### config.mk
export PLATFORM = sky130hd
export DESIGN_NAME = sp_ram_arbiter
export DESIGN_NICKNAME = d
export VERILOG_FILES = /design/src/rtl/sp_ram_pkg.sv /design/src/rtl/rr_arbiter.sv /design/src/rtl/sp_ram_arbiter.sv
export SDC_FILE = /design/constraint.sdc
export NUM_CORES = 1
export LEC_CHECK = 0
export ABC_AREA = 1
export CORE_AREA = 2 2 39 41
export CTS_CLUSTER_DIAMETER = 120
export DETAILED_ROUTE_END_ITERATION = 12
export DIE_AREA = 0 0 41 43
export PLACE_DENSITY_LB_ADDON = 0.15
export SYNTH_ARGS = -nofsm -noshare
export SYNTH_HDL_FRONTEND = slang
export SYNTH_SLANG_ARGS = --single-unit
### constraint.sdc
create_clock -name clk_i -period 2.1 [get_ports clk_i]
set_input_delay 0.525 -clock clk_i [delete_from_list [all_inputs] [get_ports clk_i]]
set_output_delay 0.525 -clock clk_i [all_outputs]
set_load 0.05 [all_outputs]
### src/rtl/sp_ram_pkg.sv
// Shared constants and helpers for the single-port RAM arbiter and its grant logic.
package sp_ram_pkg;

  localparam logic RDWEN_WRITE = 1'b1;
  localparam logic RDWEN_READ  = 1'b0;

  // Index width for a requester id; never narrower than one bit.
  function automatic int clog2(input int n);
    int r;
    r = 0;
    while ((1 << r) < n) r = r + 1;
    return (r < 1) ? 1 : r;
  endfunction

endpackage

### src/rtl/rr_arbiter.sv
// Rotate-priority round-robin grant with a registered last-granted pointer.
module rr_arbiter
  import sp_ram_pkg::*;
#(
  parameter int NUM_REQ = 2,
  parameter int IDW     = clog2(NUM_REQ)
) (
  input  logic               clk_i,
  input  logic               rst_ni,
  input  logic [NUM_REQ-1:0] req_i,
  output logic [NUM_REQ-1:0] gnt_o,
  output logic [IDW-1:0]     gnt_id_o,
  output logic               gnt_vld_o
);

  logic [IDW-1:0]     last_q, last_d;
  logic [IDW-1:0]     idx;
  logic [NUM_REQ-1:0] req_g;

  // Requests are masked while reset is held so nothing is granted during reset.
  assign req_g = req_i & {NUM_REQ{rst_ni}};

  always_comb begin
    gnt_o     = '0;
    gnt_id_o  = '0;
    gnt_vld_o = 1'b0;
    idx       = '0;
    for (int k = 1; k <= NUM_REQ; k++) begin
      idx = IDW'((int'(last_q) + k) % NUM_REQ);
      if (!gnt_vld_o && req_g[idx]) begin
        gnt_vld_o  = 1'b1;
        gnt_id_o   = idx;
        gnt_o[idx] = 1'b1;
      end
    end
  end

  assign last_d = gnt_vld_o ? gnt_id_o : last_q;

  always_ff @(posedge clk_i or negedge rst_ni) begin
    if (!rst_ni) last_q <= IDW'(NUM_REQ - 1);
    else         last_q <= last_d;
  end

endmodule

### src/rtl/sp_ram_arbiter.sv
// Shares one single-port RAM between NUM_REQ requesters; reads answer one cycle after grant.
module sp_ram_arbiter
  import sp_ram_pkg::*;
#(
  parameter int NUM_REQ    = 2,
  parameter int ADDR_WIDTH = 1,
  parameter int DATA_WIDTH = 1
) (
  input  logic                          clk_i,
  input  logic                          rst_ni,
  input  logic [NUM_REQ-1:0]            req_valid_i,
  output logic [NUM_REQ-1:0]            req_ready_o,
  input  logic [NUM_REQ-1:0]            req_we_i,
  input  logic [NUM_REQ*ADDR_WIDTH-1:0] req_addr_i,
  input  logic [NUM_REQ*DATA_WIDTH-1:0] req_wdata_i,
  input  logic [NUM_REQ*DATA_WIDTH-1:0] req_bw_i,
  output logic [NUM_REQ-1:0]            rsp_valid_o,
  output logic [DATA_WIDTH-1:0]         rsp_data_o,
  output logic [ADDR_WIDTH-1:0]         ram_a_o,
  output logic [DATA_WIDTH-1:0]         ram_di_o,
  output logic [DATA_WIDTH-1:0]         ram_bw_o,
  output logic                          ram_ce_o,
  output logic                          ram_rdwen_o,
  input  logic [DATA_WIDTH-1:0]         ram_do_i
);

  localparam int IDW = clog2(NUM_REQ);

  logic [NUM_REQ-1:0] gnt;
  logic [IDW-1:0]     gnt_id;
  logic               gnt_vld;
  logic               we_sel;

  logic               pend_v_q, pend_v_d;
  logic [IDW-1:0]     pend_id_q, pend_id_d;

  rr_arbiter #(.NUM_REQ(NUM_REQ), .IDW(IDW)) u_arb (
    .clk_i     (clk_i),
    .rst_ni    (rst_ni),
    .req_i     (req_valid_i),
    .gnt_o     (gnt),
    .gnt_id_o  (gnt_id),
    .gnt_vld_o (gnt_vld)
  );

  assign req_ready_o = gnt;
  assign ram_ce_o    = gnt_vld;

  // One-hot AND-OR mux; all RAM fields stay zero when nobody is granted.
  always_comb begin
    ram_a_o  = '0;
    ram_di_o = '0;
    ram_bw_o = '0;
    we_sel   = 1'b0;
    for (int i = 0; i < NUM_REQ; i++) begin
      if (gnt[i]) begin
        ram_a_o  = req_addr_i[i*ADDR_WIDTH +: ADDR_WIDTH];
        ram_di_o = req_wdata_i[i*DATA_WIDTH +: DATA_WIDTH];
        ram_bw_o = req_bw_i[i*DATA_WIDTH +: DATA_WIDTH];
        we_sel   = req_we_i[i];
      end
    end
  end

  assign ram_rdwen_o = we_sel ? RDWEN_WRITE : RDWEN_READ;

  assign pend_v_d  = gnt_vld && !we_sel;
  assign pend_id_d = pend_v_d ? gnt_id : pend_id_q;

  always_ff @(posedge clk_i or negedge rst_ni) begin
    if (!rst_ni) begin
      pend_v_q  <= 1'b0;
      pend_id_q <= '0;
    end else begin
      pend_v_q  <= pend_v_d;
      pend_id_q <= pend_id_d;
    end
  end

  always_comb begin
    rsp_valid_o = '0;
    for (int i = 0; i < NUM_REQ; i++)
      rsp_valid_o[i] = pend_v_q && (pend_id_q == IDW'(i));
  end

  // RAM output is already registered, so read data passes straight through.
  assign rsp_data_o = ram_do_i;

endmodule

==> results of run 1 <==
==> area by class of cell <==
| cell class | count | share of cell area [%] |
|---|---|---|
| Tap cell | 16 | 3.37 |
| Inverter | 6 | 3.79 |
| Multi-Input combinational cell | 26 | 21.3 |
| Clock buffer | 4 | 4.42 |
| Sequential cell | 3 | 12.8 |
| Timing Repair Buffer | 28 | 54.3 |
==> flip-flops by register name (all words and copies together) (netlist names) <==
| register | flops |
|---|---|
| u_arb.last_q | 1 |
| pend_id_q | 1 |
| pend_v_q | 1 |
==> cell families after synthesis <==
| kind of cell | count (synthesis) |
|---|---|
| and+or+nand+nor | 24 |
| buffers and inverters | 7 |
| DFF | 3 |
| AOI/OAI and AO/OA | 2 |
==> layout by cell type (no fill, tap or decap) <==
cell type,count
buf_12,7
dfstp_2,1
buf_4,10
a21oi_4,1
dfrtp_1,2
o21ai_0,1
nand3_2,1
nand2_2,1
clkdlybuf4s15_1,1
nor2_1,1
nand3_1,3
nand4_1,1
dlygate4sd2_1,2
inv_2,1
clkbuf_1,1
clkinv_1,1
nand2_1,17
clkbuf_4,3
inv_1,4
clkdlybuf4s50_1,8
==> worst max-delay path, cell delays in order <==
cell           delay, ns
dlygate4sd2_1       0.29
nand2_1             0.11
clkinv_1            0.08
buf_4               0.14
nand3_2             0.07
nand2_1             0.09
buf_12              0.16
==> metrics by stage <==
stage	hold WS (ns)	TNS [ns]	cells	total power [uW]	setup WS, ns
floorplan	0.229	0	36	159	0.00627
global placement	0.490	-0.950	78	246	-0.216
detailed placement	0.500	-0.942	78	248	-0.213
CTS	0.421	0	83	361	0.0950
global route	0.416	0	83	382	0.00756
finish	0.394	0	83	354	0.108
==> power by group <==
part	internal (uW)	switching, uW
logic	80.1	90.1
registers	70.1	9.34
clock network	71.4	32.6
total	222	132
==> cells in the mapped netlist (all sizes together) <==
cell,n
dfrtp,2
clkinv,1
nand3,4
dfstp,1
nor2,1
a21oi,1
inv,5
o21ai,1
buf,1
nand2,18
nand4,1
==> how the worst max path moves through the flow <==
| stage | endpoint | slack [ns] |
|---|---|---|
| 5_1_grt | ram_a_o | 0.008 |
| 2_1_floorplan | ram_a_o | 0.006 |
| 4_1_cts | ram_di_o | 0.1 |
| 3_3_place_gp | ram_a_o | -0.22 |
| 3_5_place_dp | ram_a_o | -0.21 |
| 6_report | ram_rdwen_o | 0.11 |
==> routing by layer <==
| layer | vias up | wire length [um] | GRT usage, % |
|---|---|---|---|
| met1 | 127 | 345 | 15.4 |
| met5 | - | 0 | 0 |
| met4 | 0 | 0 | 8.00 |
| met3 | 0 | 37 | 4.71 |
| met2 | 11 | 427 | 18.4 |
| li1 | 171 | - | - |
==> repair_timing <==
| action | 4_1_cts | 5_1_grt |
|---|---|---|
| gates resized for setup | 4 | 2 |
| setup endpoints to repair | 7 | 3 |
| gates cloned | 0 | 0 |
| buffers inserted | 1 | 0 |
==> metrics.md, run 1 <==
| Metric | Value |
|---|---|
| Worst r2r dst | pend_id_q$_DFFE_PN0P_ |
| Slew Viols, Final | 0 |
| Multi-input logic area | 126 um^2 |
| CP Data Required Time | 1.57 ns |
| Final setup viols | 0 |
| Hold buffers post-CTS | 0 |
| RR Startpoint | u_arb.last_q$_DFFE_PN1P_ |
| Pin count of the biggest net entering global routing | 6 |
| Initial DRC Count | 7 |
| Post-synthesis compound-gate area fraction | 6.11% |
| Synth Register Bits | 3 |
| Main area contributors after synthesis | nand2_1 (28%), dfrtp_1 (22%), dfstp_2 (12%) |
| Worst setup path startpoint | req_valid_i[0] |
| Final HPWL DP | 666 um |
| CTS tree | done |
| Worst Tran Pin Value | 0.195 ns |
| Post-place instance area | around 560 um^2 |
| Pleak | 0.000306 uW |
| Area share of the largest cell type after synthesis | roughly 28% |
| Rows | 14 |
| Fin util | 42.9% |
| Average wire per standard cell | between 9 and 10 um |
| Syn-to-layout area delta | 164% |
| R2R setup slack | between 0.8 and 0.9 ns |
| CP max FO | 3 |
| Cells after Synth | 36 |
| Nets | 81 |
| Post-Syn Nets | 49 |
| RSZ-0062 raised after global routing | false |
| Max-slew headroom | 86.9% |
| Final hold viol count | 0 |
| CTS Buf Count | 3 |
| YS warnings | 0 |
| Critical Path Sink Type | primary output |
| Status | finished clean |
| Startpoint types | input pin |
| Initial antenna violation count | 0 |
| Clk slew on worst S/H paths | about 0.04 ns |
| Post-Synth XOR/XNOR Area | 0% |
| Max Cap Viol | 0 |
| Synth Area per Inst | 6.26 um^2 |
| Mux cell area share after synthesis | 0% |
| Post-route cell area | 594 um^2 |
| Register area | 76.3 um^2 |
| Clock skew | around 0.00015 ns |
| Total grt overflow | 0 |
| Layout cell share with drive strength beyond 1 | 37.3% |
| Via Count | roughly 310 |
| Part of the cycle the worst path needs | 94.9% |
| Netlist cell types | 13 |
| Die W | 41 um |
| Vias in the first global route | 343 |
| ANT nets after route | 0 |
| Worst R2R Path Depth | 8 |
| Clk_lat worst skew | ~0.23 ns |
| Synth Area in Adders | 0% |
| Drc violations | 0 |
| Floorplan core area | 0.00138 mm^2 |
| Type of the worst setup path | input pin to primary output |
| First-pass GRT wire length | 1.46 mm |
| Clock tree buffer depth | 2 |
| Fin crit period | around 2.0 ns |
| Post-synthesis simple-gate area fraction | 46.7% |
| Clk sinks | 3 |
| PD cells | 595 mW/mm^2 |
| WL final | 810 um |
| IO buf count | 20 |
| Die area | between 0.0015 and 0.002 mm^2 |
| Combinational family with the most area after synthesis | simple AND/OR/NAND/NOR gates |
| Fill count | 143 |
| DR pass1 iterations | 2 |
| Synth Cell Area | 225 um^2 |
| Ant diodes | 0 |
| GRT Resource Usage Total | approximately an eighth |
| Die Height | 43 um |
| Root buffer selected by CTS | clkbuf_4 |
| Num ports | 23 |
| Post-synth top area cell | nand2_1 |
| Hold WC Path Type | input pin to asynchronous set/reset pin |
| Arrival time worst endpoint | 1.47 ns |
| Max Freq | 502 MHz |
| Gpl congestion | 0.691 |
| H-tree levels | 1 |
| Peak VDD IR | 208 uV |
| Initial core utilization | 16.3% |
| Via-to-Cell Ratio | 3.72 |
| Sequential share of the synthesized area | 33.9% |
Power figures use the tool's default switching activity.
==> run 2, diff against run 1 <==
--- a/config.mk
+++ b/config.mk
@@ -11,6 +11,7 @@
 export DETAILED_ROUTE_END_ITERATION = 12
 export DIE_AREA = 0 0 41 43
 export PLACE_DENSITY_LB_ADDON = 0.15
+export SLEW_MARGIN = 20
 export SYNTH_ARGS = -nofsm -noshare
 export SYNTH_HDL_FRONTEND = slang
 export SYNTH_SLANG_ARGS = --single-unit
==> results of run 2 <==
No change in the layout: final DEF, timing and power equal those of run 1.
